[src/rtl/dbg_apb_pkg.sv]
// Shared definitions for the debug APB decoder: FSM state codes,
// error response patterns and the slave index field position.
package dbg_apb_pkg;

  // FSM state codes
  localparam logic [2:0] ST_IDLE   = 3'd0;
  localparam logic [2:0] ST_SETUP  = 3'd1;
  localparam logic [2:0] ST_ACCESS = 3'd2;
  localparam logic [2:0] ST_RESP   = 3'd3;
  localparam logic [2:0] ST_DRAIN  = 3'd4;

  // Error patterns returned to the debug host
  localparam logic [31:0] DERR = 32'hDEAD_BEEF;  // unmapped slave index
  localparam logic [31:0] TERR = 32'hDEAD_0001;  // slave never became ready

  // Slave index field inside the upstream address
  localparam int IDX_MSB = 31;
  localparam int IDX_LSB = 28;

endpackage

[src/rtl/dbg_apb_timeout.sv]
// Access-phase watchdog for the debug APB decoder. The count is cleared
// while the bridge is in SETUP and advances once per ACCESS cycle that
// ends without ready; expire is high on the last allowed ACCESS cycle.
module dbg_apb_timeout #(
  parameter int TIMEOUT_CYC = 255
) (
  input  logic clk,
  input  logic rst_n,
  input  logic clr,
  input  logic en,
  output logic expire
);

  localparam logic [7:0] LAST = 8'(TIMEOUT_CYC - 1);

  logic [7:0] cnt;

  // Wait-cycle counter; holds once the final cycle is reached
  always_ff @(posedge clk or negedge rst_n) begin
    if (!rst_n) begin
      cnt <= 8'd0;
    end else if (clr) begin
      cnt <= 8'd0;
    end else if (en && !expire) begin
      cnt <= cnt + 8'd1;
    end
  end

  assign expire = (cnt == LAST);

endmodule

[src/rtl/dbg_apb_decoder.sv]
// Debug-port APB decoder/bridge. Routes each upstream transaction to one of
// N_SLV slaves chosen by address bits [31:28], runs SETUP/ACCESS on the
// slave side and returns one registered response strobe per transaction.
// Optional feature macro: DBG_APB_TIMEOUT_EN adds the access-phase timeout
// (TERR response); without it ACCESS waits for ready indefinitely.
//
// Upstream handshake: i_penable rises with a request and stays high until
// o_pready has been seen; o_pready is a one-cycle strobe, and a new request
// is only accepted after i_penable has been observed low, so a held request
// can never be issued twice.
module dbg_apb_decoder
  import dbg_apb_pkg::*;
#(
  parameter int N_SLV       = 4,
  parameter int TIMEOUT_CYC = 255
) (
  input  logic                 i_clk,
  input  logic                 i_rst_n,
  input  logic                 i_penable,
  input  logic                 i_pwrite,
  input  logic [31:0]          i_paddr,
  input  logic [31:0]          i_pwdata,
  output logic                 o_pready,
  output logic [31:0]          o_prdata,
  output logic [N_SLV-1:0]     o_psel,
  output logic                 o_penable,
  output logic                 o_pwrite,
  output logic [27:0]          o_paddr,
  output logic [31:0]          o_pwdata,
  input  logic [N_SLV-1:0]     i_pready,
  input  logic [32*N_SLV-1:0]  i_prdata,
  output logic [7:0]           o_err_cnt
);

  logic [2:0]  state;
  logic [2:0]  state_nxt;
  logic [3:0]  sel_idx;
  logic [3:0]  req_idx;
  logic        req_hit;
  logic        sel_ready;
  logic [31:0] sel_rdata;
  logic        expire;
  logic        derr;
  logic        terr;
  logic        done;

  assign req_idx = i_paddr[IDX_MSB:IDX_LSB];
  assign req_hit = ({1'b0, req_idx} < 5'(N_SLV));

  // Pick ready and read data of the latched slave; all other slaves ignored
  always_comb begin
    sel_ready = 1'b0;
    sel_rdata = 32'h0;
    for (int k = 0; k < N_SLV; k++) begin
      if (sel_idx == 4'(k)) begin
        sel_ready = i_pready[k];
        sel_rdata = i_prdata[32*k +: 32];
      end
    end
  end

  // Next-state logic and response classification
  always_comb begin
    state_nxt = state;
    derr      = 1'b0;
    terr      = 1'b0;
    done      = 1'b0;
    case (state)
      ST_IDLE: begin
        if (i_penable) begin
          if (req_hit) begin
            state_nxt = ST_SETUP;
          end else begin
            state_nxt = ST_RESP;
            derr      = 1'b1;
          end
        end
      end
      ST_SETUP:  state_nxt = ST_ACCESS;
      ST_ACCESS: begin
        // Ready on the final allowed cycle wins over the timeout
        if (sel_ready) begin
          state_nxt = ST_RESP;
          done      = 1'b1;
        end else if (expire) begin
          state_nxt = ST_RESP;
          terr      = 1'b1;
        end
      end
      ST_RESP:  state_nxt = ST_DRAIN;
      ST_DRAIN: begin
        if (!i_penable) state_nxt = ST_IDLE;
      end
      default:  state_nxt = ST_IDLE;
    endcase
  end

`ifdef DBG_APB_TIMEOUT_EN
  logic to_clr;
  logic to_en;

  assign to_clr = (state == ST_SETUP);
  assign to_en  = (state == ST_ACCESS) && !sel_ready;

  dbg_apb_timeout #(
    .TIMEOUT_CYC (TIMEOUT_CYC)
  ) u_timeout (
    .clk    (i_clk),
    .rst_n  (i_rst_n),
    .clr    (to_clr),
    .en     (to_en),
    .expire (expire)
  );
`else
  assign expire = 1'b0;
`endif

  // State register and registered outputs, derived from the next state
  always_ff @(posedge i_clk or negedge i_rst_n) begin
    if (!i_rst_n) begin
      state     <= ST_IDLE;
      sel_idx   <= 4'd0;
      o_pready  <= 1'b0;
      o_prdata  <= 32'h0;
      o_psel    <= '0;
      o_penable <= 1'b0;
      o_pwrite  <= 1'b0;
      o_paddr   <= 28'h0;
      o_pwdata  <= 32'h0;
      o_err_cnt <= 8'h0;
    end else begin
      state     <= state_nxt;
      o_pready  <= (state_nxt == ST_RESP);
      o_penable <= (state_nxt == ST_ACCESS);
      // Request fields are captured once and never re-sampled
      if (state == ST_IDLE && i_penable) begin
        sel_idx  <= req_idx;
        o_pwrite <= i_pwrite;
        o_paddr  <= i_paddr[27:0];
        o_pwdata <= i_pwdata;
      end
      if (state_nxt == ST_SETUP) begin
        o_psel <= N_SLV'(1) << req_idx;
      end else if (state_nxt != ST_ACCESS) begin
        o_psel <= '0;
      end
      if (derr) begin
        o_prdata <= DERR;
      end else if (terr) begin
        o_prdata <= TERR;
      end else if (done) begin
        o_prdata <= o_pwrite ? 32'h0 : sel_rdata;
      end
      if ((derr || terr) && o_err_cnt != 8'hFF) begin
        o_err_cnt <= o_err_cnt + 8'd1;
      end
    end
  end

endmodule

[config.mk]
export PLATFORM = sky130hd
export DESIGN_NAME = dbg_apb_decoder
export DESIGN_NICKNAME = d
export VERILOG_FILES = /design/src/rtl/dbg_apb_pkg.sv /design/src/rtl/dbg_apb_timeout.sv /design/src/rtl/dbg_apb_decoder.sv
export SDC_FILE = /design/constraint.sdc
export NUM_CORES = 1
export LEC_CHECK = 0
export ABC_CLOCK_PERIOD_IN_PS = 2500
export BUFFER_PORTS_ARGS = -buffer_cell sky130_fd_sc_hd__buf_2
export CORE_AREA = 2 2 120 122
export DETAILED_ROUTE_END_ITERATION = 8
export DIE_AREA = 0 0 122 124
export PLACE_DENSITY = 0.77
export SETUP_SLACK_MARGIN = 0.1
export SYNTH_ARGS = -nofsm -noshare
export SYNTH_HDL_FRONTEND = slang
export SYNTH_SLANG_ARGS = --single-unit
export TNS_END_PERCENT = 20
[constraint.sdc]
create_clock -name i_clk -period 2.5 [get_ports i_clk]
set_clock_uncertainty 0.1 [all_clocks]
set_input_delay 0.75 -clock i_clk [delete_from_list [all_inputs] [get_ports i_clk]]
set_output_delay 0.75 -clock i_clk [all_outputs]
set_load 0.01 [all_outputs]
; ---- Yosys cells after proc, flatten, opt, wreduce, memory -nomap -nowiden
; Cells that the tools add are included.
[word_totals]
reg_bits = 114
out_inout_bits = 107
[classes]
addsub = 1
magnitude_cmp = 1
eq_ne = 12
shifts = 1
n_mux = 23
reduce_logical = 6
[op_table]
columns = op, n
row1 = $mux W32, 7
row2 = $pmux W3 S5, 1
row3 = $eq A3 B2 Y1 const B, 4
row4 = $mux W1, 9
row5 = $mux W3, 3
row6 = $add A8 B1 Y8 const B, 1
row7 = $eq A4 B2 Y1 const B, 2
row8 = $mux W4, 2
row9 = $ne A8 B8 Y1 const B, 1
row10 = $eq A3 B1 Y1 const B, 2
row11 = $eq A4 B1 Y1 const B, 1
row12 = $logic_not A4 Y1, 1
row13 = $lt A4 B3 Y1 const B, 1
row14 = $reduce_bool A2 Y1, 2
row15 = $shl A1 B4 Y4 const A, 1
row16 = $eq A3 B3 Y1 const B, 1
row17 = $logic_not A3 Y1, 1
row18 = $ne A3 B2 Y1 const B, 1
row19 = $logic_and A1 B1 Y1, 2
row20 = $mux W2, 1

; ---- Depth between registers and ports, before layout
[logic_depth]
ltp_word = 10
mapped_depth = 7
ltp_nobuf = 4

; ---- Worst setup path after synthesis
; OpenSTA, ideal clock, no wires.
[synth_path]
path_type = input to register
start = input port i_pready[3]
end = register o_prdata[5]
arrival_ns = 1.844
required_time_ns = 2.258
slack_ns = 0.414
cell_stages = 6
n_path_buf = 2
path_cell_list = mux4_2 -> and3b_1 -> buf_2 -> clkbuf_1 -> nand2_1 -> nand3_1
[synth_via]
elab_chain_cells = 4
[synth_rtl]
columns = element, line
row1 = start: declaration, dbg_apb_decoder.sv:30  ; input logic [N_SLV-1:0] i_pready,
row2 = $mux W1, dbg_apb_decoder.sv:55  ; if (sel_idx == 4'(k)) begin
row3 = $mux W1, dbg_apb_decoder.sv:82  ; if (sel_ready) begin
row4 = $mux W1, dbg_apb_decoder.sv:68  ; case (state)
row5 = $reduce_bool A2 Y1 (no source line), -
row6 = end signal: assignment, dbg_apb_decoder.sv:152  ; o_prdata <= o_pwrite ? 32'h0 : sel_rdata;
row7 = end: declaration, dbg_apb_decoder.sv:24  ; output logic [31:0] o_prdata,
; Every way passes these cells.
; A chain may end at the register's enable or synchronous reset.

; ---- Worst setup path after layout
[layout_path]
start = register state[1]
end = register o_pwdata[26]
[layout_via]
elab_chain_cells = 2
[layout_rtl]
columns = element, line
row1 = start: declaration, dbg_apb_decoder.sv:35  ; logic [2:0] state;
row2 = start signal: assignment, dbg_apb_decoder.sv:132  ; state <= state_nxt;
row3 = $logic_not A3 Y1, dbg_apb_decoder.sv:136  ; if (state == ST_IDLE && i_penable) begin
row4 = $logic_and A1 B1 Y1, dbg_apb_decoder.sv:136
row5 = end signal: assignment, dbg_apb_decoder.sv:140  ; o_pwdata <= i_pwdata;
row6 = end: declaration, dbg_apb_decoder.sv:29  ; output logic [31:0] o_pwdata,
; Every way passes these cells.

==> impl_metrics.env <==
export IMPL_hp_class="input pin to asynchronous set/reset pin"
export IMPL_startpoint_type="flop"
export IMPL_status="completed"
export IMPL_tns_ps=0
export IMPL_num_vias=5356
export IMPL_cp_top_family="simple AND/OR/NAND/NOR gates"
export IMPL_setup_worst_path_start="state[1]"
export IMPL_drive_gt1_share_pct=41.4
export IMPL_period_needed_ps=2120
export IMPL_path_cells="or4b_2, buf_4, nand2_1, nand2_1"
export IMPL_cp_required_ps=2690
export IMPL_clk_pin_slew_ps=50
export IMPL_drt_wl_total_mm=16.4
export IMPL_max_slew_margin_rel_pct=43.1
export IMPL_finalNonFillerCells=1074
export IMPL_p_per_area_nw_per_um2=1260
export IMPL_fp_dieW_um=122
export IMPL_clkLatencyLatePin_ps=410
export IMPL_coreArea_um2=13700
export IMPL_synth_area_um2=5460
export IMPL_postCtsSetupBuffers=0
export IMPL_vdd_ir_drop_max_mv=0.730
export IMPL_cts_buffers=17
export IMPL_endpoint_kind="flop"
export IMPL_start_util_pct=39.8
export IMPL_async_flop_share_pct=100
export IMPL_drc=0
export IMPL_clock_sinks=114
export IMPL_worst_path_buf_inv=1
export IMPL_grt_remaining_overflow=0
export IMPL_area_growth_pct=43.8
export IMPL_hold_slack_ps=179
export IMPL_drt_pre_antenna_iters=4
export IMPL_drv_slew=0
export IMPL_cts_resized=0
export IMPL_post_place_cells=1042
export IMPL_avgSynthCellArea_um2=9.32
export IMPL_worstReg2RegStart="state[1]"
export IMPL_cts_tree="yes"
export IMPL_ant_nets=0
export IMPL_leakage_nw=4.29
export IMPL_wl_per_cell_um=15.3
export IMPL_vias_per_cell=4.99
export IMPL_critical_path_max_stage_delay_ps=810
export IMPL_antenna_found_initial=0
export IMPL_syn_inst=586
export IMPL_grt_pass1_vias=5120
export IMPL_crit_path_frequent_cell="nand2_1"
export IMPL_crit_type="flop to flop"
export IMPL_grt_first_pass_wirelength_mm=25.0
export IMPL_place_congestion=0.772
export IMPL_ios=307
export IMPL_synth_top_area_share_pct=52.2
export IMPL_clockBufferDepth=2
export IMPL_netlist_top_cells_area="dfrtp_1, nand2_1, mux2i_1, o22ai_1, mux2_2"
export IMPL_cap_violations=0
export IMPL_antenna_cells=0
export IMPL_ys_seq_area_share_pct=52.2
export IMPL_synth_edf_count=0
export IMPL_synth_top_cells_by_count="nand2_1, dfrtp_1, mux2i_1, nand3_1, o22ai_1"
export IMPL_dieHeight_um=124
export IMPL_cts_root_buf="clkbuf_16"
export IMPL_post_dp_hpwl_mm=12.2
export IMPL_fp_row_count=43
export IMPL_grt_max_degree=66
export IMPL_synth_distinct_cells=37
export IMPL_hold_viol_final=0
export IMPL_worst_pin_slew_ps=853
export IMPL_setup_viol=0
export IMPL_ys_ff_latch=114
export IMPL_synth_warnings=0
export IMPL_synthFlopType="dfrtp_1"
export IMPL_die_area_um2=15100
export IMPL_drtIter0Drc=271
export IMPL_crit_fanout=57
export IMPL_rsz0062_at_grt="false"
export IMPL_postCtsHoldBufs=0
export IMPL_cpMaxStageDelayCell="or4b_2"
export IMPL_rr_endpoint="o_pwdata[26]"
export IMPL_portBuffers=306
export IMPL_reg2reg_slack_ps=380
export IMPL_synth_nets=787
export IMPL_synth_top_cell_by_area="dfrtp_1"
export IMPL_htree_levels=4
export IMPL_grtUsageTotal_pct=21.6
export IMPL_crit_arrival_ps=2310
export IMPL_final_nets=1082
export IMPL_fmax_mhz=473
export IMPL_fin_crit_sh_pct=84.6
export IMPL_r2r_cells=4
export IMPL_yosysMostFrequentCell="nand2_1"
report_power, final:
part	leakage [nW]	switching [W]	internal, W
clock network	0.314	0.000814	0.00189
logic	2.57	0.00232	0.00168
registers	1.41	0.000496	0.00265
total	4.29	0.00363	0.00623
layer usage:
metal | vias to the layer above | track usage, % | routed length, um
met5 | - | 0 | 0
met4 | 0 | 7.40 | 271
met3 | 25 | 7.69 | 1530
met2 | 242 | 37.4 | 8260
met1 | 2514 | 24.9 | 6380
li1 | 2575 | - | -
cell type report:
class	count	area, um^2
clock buffers	22	454
multi-input cells	429	2430
inverters	2	7.51
well taps	180	225
fillers	1233	5870
repair buffers	317	1680
flip-flops and latches	114	2860
clock inverters	10	205
stage by stage:
stage                     area, um^2  worst slack, ps  power, W  utilization (%)
after floorplan                 5460              414   0.00564                -
final                           7850              384   0.00986             57.2
after CTS                       7850              402   0.00996             57.2
after detailed placement        7190              108   0.00721             52.4
after global placement          7190              169   0.00709             52.4
after global routing            7850              283    0.0106             57.2
cells in the final DEF (no fill, tap or decap), types with 4 or more instances in the layout:
cell type / instances
buf_2: 305
nand2_1: 244
dfrtp_1: 113
mux2i_1: 48
nand3_1: 35
o22ai_1: 32
mux2_2: 17
clkbuf_16: 17
o31ai_1: 8
buf_4: 7
xnor2_1: 6
bufinv_16: 6
buf_12: 5
a32o_1: 4
clkbuf_1: 4
kinds of logic after synthesis:
kind of cell | share of synthesized area (%)
AOI/OAI and AO/OA | 6.85
xor gates and xnor gates | 1.28
and+or+nand+nor | 23.2
muxes | 12.7
adders and majority gates | 0.229
DFF | 52.2
buffers and inverters | 3.48
state kept, by name (all words and copies together) (netlist names):
signal and flops:
o_err_cnt 8, o_paddr 28, o_penable 1, o_prdata 32, o_pready 1, o_psel 4
o_pwdata 32, o_pwrite 1, sel_idx 4, state 3
worst max path at each step:
stage	cells after the start	end
after floorplan	6	o_prdata[5]
final	4	o_pwdata[26]
after detailed placement	5	o_pwdata[26]
after global routing	4	o_prdata[2]
after CTS	4	o_pwdata[26]
after global placement	5	o_paddr[4]
Note: power is estimated with default switching activity, not from simulation.
